<file path="src/rtl/date_setter.sv">
// date_setter: button-driven editor for a BCD date {DD,MM,YY}.
// Captures the running date, lets the user step day, month and year with
// inc/dec pulses, then asserts an overwrite request for two cycles.
// Ports:
//   clk, rst                  clock, synchronous active-high reset
//   set_btn, inc_btn, dec_btn single-cycle debounced button pulses
//   date_cur  [23:0]          running date in, BCD {DD,MM,YY}
//   date_in   [23:0]          edited date out (working registers)
//   date_mode [1:0]           0 run, 2 overwrite
//   editing                   high in any edit or commit state
//   edit_field [1:0]          0 none, 1 day, 2 month, 3 year
module date_setter (
  input  logic        clk,
  input  logic        rst,
  input  logic        set_btn,
  input  logic        inc_btn,
  input  logic        dec_btn,
  input  logic [23:0] date_cur,
  output logic [23:0] date_in,
  output logic [1:0]  date_mode,
  output logic        editing,
  output logic [1:0]  edit_field
);

  localparam int unsigned BW = 8;

  typedef enum logic [2:0] {
    IDLE     = 3'd0,
    EDIT_DAY = 3'd1,
    EDIT_MON = 3'd2,
    EDIT_YR  = 3'd3,
    COMMIT1  = 3'd4,
    COMMIT2  = 3'd5
  } state_t;

  state_t          state, state_d;
  logic [BW-1:0]   dd, mm, yy;
  logic [BW-1:0]   dd_d, mm_d, yy_d;
  logic [1:0]      mode_d, field_d;
  logic            editing_d;
  logic            step_up, step_dn;
  logic [BW-1:0]   mx;
  logic            day_ok, mon_ok, yr_ok;

  // Both digits in 0..9
  function automatic logic bcd_ok(input logic [BW-1:0] b);
    return (b[7:4] <= 4'd9) && (b[3:0] <= 4'd9);
  endfunction

  function automatic logic [BW-1:0] bcd_inc(input logic [BW-1:0] b);
    if (b[3:0] == 4'd9) return {4'(b[7:4] + 4'd1), 4'd0};
    return BW'(b + 8'd1);
  endfunction

  function automatic logic [BW-1:0] bcd_dec(input logic [BW-1:0] b);
    if (b[3:0] == 4'd0) return {4'(b[7:4] - 4'd1), 4'd9};
    return BW'(b - 8'd1);
  endfunction

  // Divisible by 4 evaluated on BCD digits: parity of tens selects units set
  function automatic logic is_leap(input logic [BW-1:0] y);
    if (!y[4]) return (y[3:0] == 4'd0) || (y[3:0] == 4'd4) || (y[3:0] == 4'd8);
    return (y[3:0] == 4'd2) || (y[3:0] == 4'd6);
  endfunction

  function automatic logic [BW-1:0] max_day(input logic [BW-1:0] m, input logic [BW-1:0] y);
    case (m)
      8'h02:                      return is_leap(y) ? 8'h29 : 8'h28;
      8'h04, 8'h06, 8'h09, 8'h11: return 8'h30;
      default:                    return 8'h31;
    endcase
  endfunction

  // Pull a day back into range after a month/year change
  function automatic logic [BW-1:0] clamp_day(input logic [BW-1:0] d, input logic [BW-1:0] lim);
    return (!bcd_ok(d) || (d > lim)) ? lim : d;
  endfunction

  // Field validity and simultaneous inc+dec cancellation
  always_comb begin
    step_up = inc_btn & ~dec_btn;
    step_dn = dec_btn & ~inc_btn;
    mx      = max_day(mm, yy);
    day_ok  = bcd_ok(dd) && (dd != 8'h00) && (dd <= mx);
    mon_ok  = bcd_ok(mm) && (mm != 8'h00) && (mm <= 8'h12);
    yr_ok   = bcd_ok(yy);
  end

  // Next state and working-register update
  always_comb begin
    state_d = state;
    dd_d    = dd;
    mm_d    = mm;
    yy_d    = yy;
    case (state)
      IDLE: begin
        if (set_btn) begin
          state_d           = EDIT_DAY;
          {dd_d, mm_d, yy_d} = date_cur;
        end
      end
      EDIT_DAY: begin
        if (set_btn) begin
          state_d = EDIT_MON;
        end else if (step_up) begin
          dd_d = (!day_ok || dd == mx) ? 8'h01 : bcd_inc(dd);
        end else if (step_dn) begin
          dd_d = (!day_ok || dd == 8'h01) ? mx : bcd_dec(dd);
        end
      end
      EDIT_MON: begin
        if (set_btn) begin
          state_d = EDIT_YR;
        end else if (step_up) begin
          mm_d = (!mon_ok || mm == 8'h12) ? 8'h01 : bcd_inc(mm);
          dd_d = clamp_day(dd, max_day(mm_d, yy));
        end else if (step_dn) begin
          mm_d = (!mon_ok || mm == 8'h01) ? 8'h12 : bcd_dec(mm);
          dd_d = clamp_day(dd, max_day(mm_d, yy));
        end
      end
      EDIT_YR: begin
        if (set_btn) begin
          state_d = COMMIT1;
          dd_d    = day_ok ? dd : mx;
        end else if (step_up) begin
          yy_d = (!yr_ok || yy == 8'h99) ? 8'h00 : bcd_inc(yy);
          dd_d = clamp_day(dd, max_day(mm, yy_d));
        end else if (step_dn) begin
          yy_d = (!yr_ok || yy == 8'h00) ? 8'h99 : bcd_dec(yy);
          dd_d = clamp_day(dd, max_day(mm, yy_d));
        end
      end
      COMMIT1: state_d = COMMIT2;
      COMMIT2: state_d = IDLE;
      default: state_d = IDLE;
    endcase
  end

  // Status outputs decoded from the next state so they register with it
  always_comb begin
    mode_d    = 2'd0;
    editing_d = 1'b0;
    field_d   = 2'd0;
    case (state_d)
      EDIT_DAY: begin editing_d = 1'b1; field_d = 2'd1; end
      EDIT_MON: begin editing_d = 1'b1; field_d = 2'd2; end
      EDIT_YR:  begin editing_d = 1'b1; field_d = 2'd3; end
      COMMIT1, COMMIT2: begin editing_d = 1'b1; mode_d = 2'd2; end
      default: ;
    endcase
  end

  always_ff @(posedge clk) begin
    if (rst) begin
      state      <= IDLE;
      dd         <= 8'h01;
      mm         <= 8'h01;
      yy         <= 8'h00;
      date_mode  <= 2'd0;
      editing    <= 1'b0;
      edit_field <= 2'd0;
    end else begin
      state      <= state_d;
      dd         <= dd_d;
      mm         <= mm_d;
      yy         <= yy_d;
      date_mode  <= mode_d;
      editing    <= editing_d;
      edit_field <= field_d;
    end
  end

  assign date_in = {dd, mm, yy};

endmodule

</file>
<file path="config.mk">
export PLATFORM = sky130hd
export DESIGN_NAME = date_setter
export DESIGN_NICKNAME = d
export VERILOG_FILES = /design/src/rtl/date_setter.sv
export SDC_FILE = /design/constraint.sdc
export NUM_CORES = 1
export LEC_CHECK = 0
export BUFFER_PORTS_ARGS = -buffer_cell sky130_fd_sc_hd__buf_2
export CAP_MARGIN = 10
export CELL_PAD_IN_SITES_DETAIL_PLACEMENT = 2
export CELL_PAD_IN_SITES_GLOBAL_PLACEMENT = 2
export CORE_UTILIZATION = 30
export CTS_CLUSTER_SIZE = 16
export DETAILED_ROUTE_END_ITERATION = 8
export GPL_TIMING_DRIVEN = 0
export PLACE_DENSITY = 0.82
export SLEW_MARGIN = 10
export SYNTH_ARGS = -nofsm -noshare
export SYNTH_HDL_FRONTEND = slang
export SYNTH_SLANG_ARGS = --single-unit
</file>
<file path="constraint.sdc">
create_clock -name clk -period 4.34 [get_ports clk]
set_input_delay 1.085 -clock clk [delete_from_list [all_inputs] [get_ports clk]]
set_output_delay 1.085 -clock clk [all_outputs]
set_load 0.005 [all_outputs]
</file>
==> results of run 1 <==
==> state kept, by name (all words and copies together), names as in the netlist <==
signal,flops
editing,1
state,3
date_mode,1
edit_field,2
yy,8
mm,8
dd,8
==> layer usage <==
metal	up-vias	wire length, um	track usage (%)
met4	0	418	9.737
li1	2093	-	-
met3	36	751	3.613
met5	-	0	0
met1	2262	7020	32.58
met2	139	8015	44.91
==> worst max path at each step <==
stage          endpoint  start
2_1_floorplan     dd[6]  yy[5]
3_3_place_gp      dd[6]  mm[4]
3_5_place_dp      dd[6]  mm[5]
4_1_cts           dd[7]  mm[5]
5_1_grt           dd[6]  yy[5]
6_report          dd[6]  yy[5]
==> power groups by stage <==
| stage | registers [W] | clock network [W] | logic [W] |
|---|---|---|---|
| 2_1_floorplan | 0.000353 | 0 | 0.000461 |
| 3_3_place_gp | 0.000364 | 0 | 0.000638 |
| 3_5_place_dp | 0.000366 | 0 | 0.000676 |
| 4_1_cts | 0.000360 | 0.000437 | 0.000684 |
| 5_1_grt | 0.000366 | 0.000447 | 0.000762 |
| 6_report | 0.000362 | 0.000431 | 0.000698 |
==> layout make-up <==
class,count,area (um^2)
flip-flops and latches,31,623.1
plain buffers,45,196.4
repair buffers,55,275.3
clock inverters,2,35.03
multi-input cells,421,2819
fillers,1463,7666
inverters,25,97.59
well taps,168,210.2
clock buffers,6,138.9
==> cell families after synthesis <==
kind of cell	synth area share [%]
AND/OR/NAND/NOR	28.01
adder cells (fa/ha/maj)	8.070
XOR/XNOR	2.589
AO/OA/AOI/OAI	35.17
flip-flops	16.68
other	0.1008
buffers and inverters	7.733
multiplexers	1.648
==> metrics by stage <==
stage	instance area, um^2	utilization [%]	setup slack, ns	cells	hold WS, ns
2_1_floorplan	3721	-	0.7739	522	0.5333
3_5_place_dp	4207	34.88	0.1326	745	0.6241
5_1_grt	4395	36.44	0.06293	753	0.7123
4_1_cts	4380	36.32	0.1500	753	0.6415
3_3_place_gp	4207	34.88	0.3193	745	0.6055
6_report	4395	36.44	0.2714	753	0.6632
==> placed cells by master, fill, tap and decap left out, types with 6 or more instances in the layout <==
master     n
ha_1      24
xnor2_1    6
nor3_1    16
nand2_1   51
a221oi_1   9
nand4_1    9
and3_1     6
a211o_1   10
dfxtp_1   29
a31oi_1    7
clkbuf_1  32
a211oi_1  17
nor2_1    44
a21oi_1   32
o21ai_0   22
nor2b_1   11
nand3_1   11
inv_1     24
buf_2     62
o221ai_1   8
nand2b_1  11
o211ai_1  12
==> worst max-delay path: cells and delay by family, from the launching register on <==
kind	cells	cell delay, ns
fa+ha+maj	2	0.45
flops	1	0.35
simple gates	2	0.58
compound gates	8	1.92
buf+inv	3	0.50
xor+xnor	1	0.13
==> run metrics, run 1 <==
wire per inst 21.52 um; via/cell ratio 6.016; largest net degree at the start of global routing 13; worst-path cell chain clkbuf_2 -> inv_1 -> ha_1 -> or3b_2 -> a22oi_1 -> xnor2_1 -> a211oi_1 -> nor2_1 -> ha_1 -> a211o_1 -> a221oi_1 -> o32ai_1 -> a211o_1 -> buf_6 -> a21oi_1 -> o32ai_2; Worst Setup Path Type reg2reg; drt first pass iters 5; sw frac 42.94%; Worst-Margin Slew 0.9166 ns; fraction of layout cells with a size suffix above 1 16.58%; first-pass GRT wire length around 26,000 um; hold_buf cts 0; ys async rst share 0%; final hold vios 0; Leak 1.726 nW; most frequent cells after synthesis 51 x nand2_1, 44 x nor2_1, 34 x clkbuf_1; clock power share 28.9%; crit-path max FO 10; vias in the first global route 4,856; CTS Buf Count 5; initial antenna violation count 0; Area growth, synth to finish 18.12%; CTS sink cnt 31; CP max stage cell or3b_2; ys flop type dfxtp_1; NetSw 0.0006401 W; Die X 113.4 um; Ports 58; Tightest Hold Check Type reg2reg; Final setup viols 0; RR Endpoint dd[6]; RSZ-0062 raised after global routing no; largest stage delay on the critical path 0.48 ns; status complete, no violations; die area 12,850 um^2; Clk pin slew, worst setup/hold paths 0.05 ns; clk_lat worst skew 0.29 ns; layout net count 637; post-synthesis sequential area ratio between 10% and 20%; GRT overflow 0; MaxCap Viol Count 0; peak supply drop 0.0001241 V; Logic pwr share 46.8%; Slew headroom 38.33%; Internal 0.0008504 W; PD cells roughly 340 nW/um^2; DRT antenna net count 0; H-tree depth 2; Hold EP mm[7]; GRT Total Usage roughly a quarter; n_diodes 0; WHS Path Cells 2; r2r startpoint yy[5]; Worst Path Arrival 4.22 ns; DRT iter0 DRCs 180; final setup skew between 0.004 and 0.005 ns; Post-synth EDFFs 0; R2R setup slack between 0.2 and 0.3 ns; Worst setup EP type flip-flop; WL final 16,210 um; Die Height 113.4 um; Yosys cell types between 70 and 80; HP Start mm[7]; Synth Cell Area ~3700 um^2; fin crit period 4.069 ns; Startpoint Class flip-flop; FF+latch count, synth 31; synth warn 0; IO Port Bufs 55; Core Area between 10,000 and 15,000 um^2; Crit path required time 4.49 ns; Syn Area/Cell 7.128 um^2; TritonCTS clock tree done; CTS root buf clkbuf_16; Synth Net Count ~580; post-detail-place hpwl 12,050 um; largest cells by area after synthesis dfxtp_1 17%, ha_1 8.1%, nand2_1 5.1%; Post-CTS Setup Bufs 0; vias 4,530; most frequent cell after synthesis nand2_1; Synth area leader dfxtp_1; reg2reg path depth 16; Post-CTS Resized 0; Pwr Total 0.001490 W; Clock Path Buffers 2; initial core utilization 30.85%; Synth top area share between 15 and 20%; Mapped Cells approximately 520; period utilization ~94%; GP Congestion 0.9093; Seq pwr share 24.3%; DRC errors left 0; Fin Setup TNS 0 ns; Fmax achieved 0.2458 GHz; Pins Over Slew Limit 0; row count 40
Power figures use the tool's default switching activity.
==> run 2: changes to the inputs <==
MAX_ROUTING_LAYER = met4   (was default)
==> run 2 against run 1 <==
Clock skew hardly changed. Cell count stayed put. Fmax hardly changed. Critical path depth is 1 higher. Wire length is 1.4% lower. Critical endpoint unchanged. Largest cell class unchanged. Largest power group unchanged.
==> run metrics, run 2 (synthesized netlist as in run 1, its figures left out) <==
initial antenna violation count 0; Worst Setup Path Type reg2reg; Post-CTS Setup Bufs 0; Core Area ~12,000 um^2; Leak about 1.7 nW; fraction of layout cells with a size suffix above 1 16.58%; Fmax achieved 0.2459 GHz; via/cell ratio 5.910; wire per inst around 21 um; final hold vios 0; first-pass GRT wire length 25,650 um; Area growth, synth to finish 18.12%; Die Height between 100 and 150 um; layout net count 637; GRT overflow 0; largest net degree at the start of global routing 13; GP Congestion 0.9178; DRT antenna net count 0; largest stage delay on the critical path 0.43 ns; Fin Setup TNS 0 ns; DRC errors left 0; peak supply drop 0.0001327 V; Clk pin slew, worst setup/hold paths 0.06 ns; status complete, no violations; H-tree depth 2; Tightest Hold Check Type reg2reg; Internal about 0.00085 W; RSZ-0062 raised after global routing no; crit-path max FO 10; GRT Total Usage between 20% and 30%; die area 12,850 um^2; vias about 4,500; IO Port Bufs 55; drt first pass iters 4; sw frac a little over two fifths; worst-path cell chain clkbuf_2 -> inv_1 -> ha_1 -> mux2i_1 -> nor4_1 -> o2bb2ai_1 -> nand2b_1 -> inv_1 -> ha_1 -> nor4b_1 -> o31a_2 -> a21oi_4 -> o32ai_1 -> a211o_1 -> buf_6 -> a21oi_1 -> o32ai_2; CP top delay family compound AO/OA/AOI/OAI gates; CTS sink cnt 31; post-detail-place hpwl 12,180 um; final std cells w/o fill around 750; Fillers 1,460; R2R setup slack 0.27 ns; Logic pwr share 47.0%; register area 623.1 um^2; hold_buf cts 0; clock power share 28.8%; n_diodes 0; row count 40; NetSw between 0.0006 and 0.0007 W; TritonCTS clock tree done; vias in the first global route 4,647; Placed Cells incl. Taps 745; Ports 58; Final setup viols 0; Worst setup EP type flip-flop; Worst Path Arrival 4.21 ns; period utilization 93.69%; fin crit period slightly above 4 ns; Largest regs dd (8), mm (8), yy (8); Die X between 100 and 150 um; Seq pwr share 24.3%; Pins Over Slew Limit 0; PD cells 337.8 nW/um^2; Clock Path Buffers 2; Startpoint Class flip-flop; CTS root buf clkbuf_16; commonest non-fill, non-tap cells in the layout 62 x buf_2, 51 x nand2_1, 44 x nor2_1; initial core utilization roughly 31%; Slew headroom between 40% and 50%; MaxCap Viol Count 0; WL final about 16,000 um; footprint of the multi-input gates 2819 um^2; final setup skew 0.004717 ns; DRT iter0 DRCs roughly 190; Crit path required time 4.49 ns; CTS Buf Count 5; Worst-Margin Slew 0.8834 ns; clk_lat worst skew 0.28 ns; buffers and inverters on the worst path 4; most common cell after layout, fill and taps aside buf_2; CP max stage cell a211o_1
-- run 2: cell counts in the layout (fill, tap and decap cells not counted) --
Identical to the previous run, type by type.
-- run 2: layer usage --
metal / up-vias / part of all wire, % / GRT usage, %
met2: 97 / 51 / 44.87
met5: - / 0 / -
li1: 2090 / - / -
met1: 2242 / 44 / 32.78
met4: 0 / 1.3 / 5.877
met3: 21 / 3.7 / 2.338
-- run 2: stage by stage --
| step | setup WS, ns | power (W) | hold slack (ns) | instance area [um^2] | utilization [%] |
|---|---|---|---|---|---|
| 4_1_cts | 0.1047 | 0.001475 | 0.6433 | 4380 | 36.32 |
| 6_report | 0.2740 | 0.001485 | 0.6469 | 4395 | 36.44 |
| 3_3_place_gp | 0.3058 | 0.001004 | 0.6059 | 4207 | 34.88 |
| 3_5_place_dp | 0.1298 | 0.001044 | 0.6360 | 4207 | 34.88 |
| 5_1_grt | 0.03746 | 0.001566 | 0.6673 | 4395 | 36.44 |
| 2_1_floorplan | 0.7739 | 0.0008136 | 0.5333 | 3721 | - |
-- run 2: power groups by stage --
| stage | clock network, W | logic, W | registers [W] |
|---|---|---|---|
| final | 0.000427 | 0.000697 | 0.000361 |
| after global routing | 0.000443 | 0.000758 | 0.000365 |
| after CTS | 0.000431 | 0.000685 | 0.000360 |
| after detailed placement | 0 | 0.000678 | 0.000366 |
| after global placement | 0 | 0.000640 | 0.000364 |
| after floorplan | 0 | 0.000461 | 0.000353 |
-- run 2: worst register-to-register path, cell delays in order, from the launching register on --
cell and delay [ns]:
dfxtp_1 0.33, clkbuf_2 0.19, inv_1 0.18, ha_1 0.29, mux2i_1 0.15, nor4_1 0.26, o2bb2ai_1 0.27, nand2b_1 0.21
inv_1 0.06, ha_1 0.17, nor4b_1 0.16, o31a_2 0.33, a21oi_4 0.29, o32ai_1 0.15, a211o_1 0.43, buf_6 0.19
a21oi_1 0.17, o32ai_2 0.10
-- run 2: worst paths after layout --
check | start | to | cells past startpoint
max | mm[5] | dd[6] | 17
min | mm[7] | mm[7] | 2
min reg2reg | mm[7] | mm[7] | 2
max reg2reg | mm[5] | dd[6] | 17
-- run 2: cell type report --
type	instances	area share, %
plain buffers	45	4.469
clock buffers	6	3.160
clock inverters	2	0.7970
inverters	25	2.220
multi-input cells	421	64.13
flip-flops and latches	31	14.18
well taps	168	4.782
repair buffers	55	6.262
-- run 2: what timing repair did --
action | 4_1_cts | 5_1_grt
endpoints found under the hold margin | 0 | 0
setup endpoints to repair | 0 | 8
resized for setup | 0 | 8
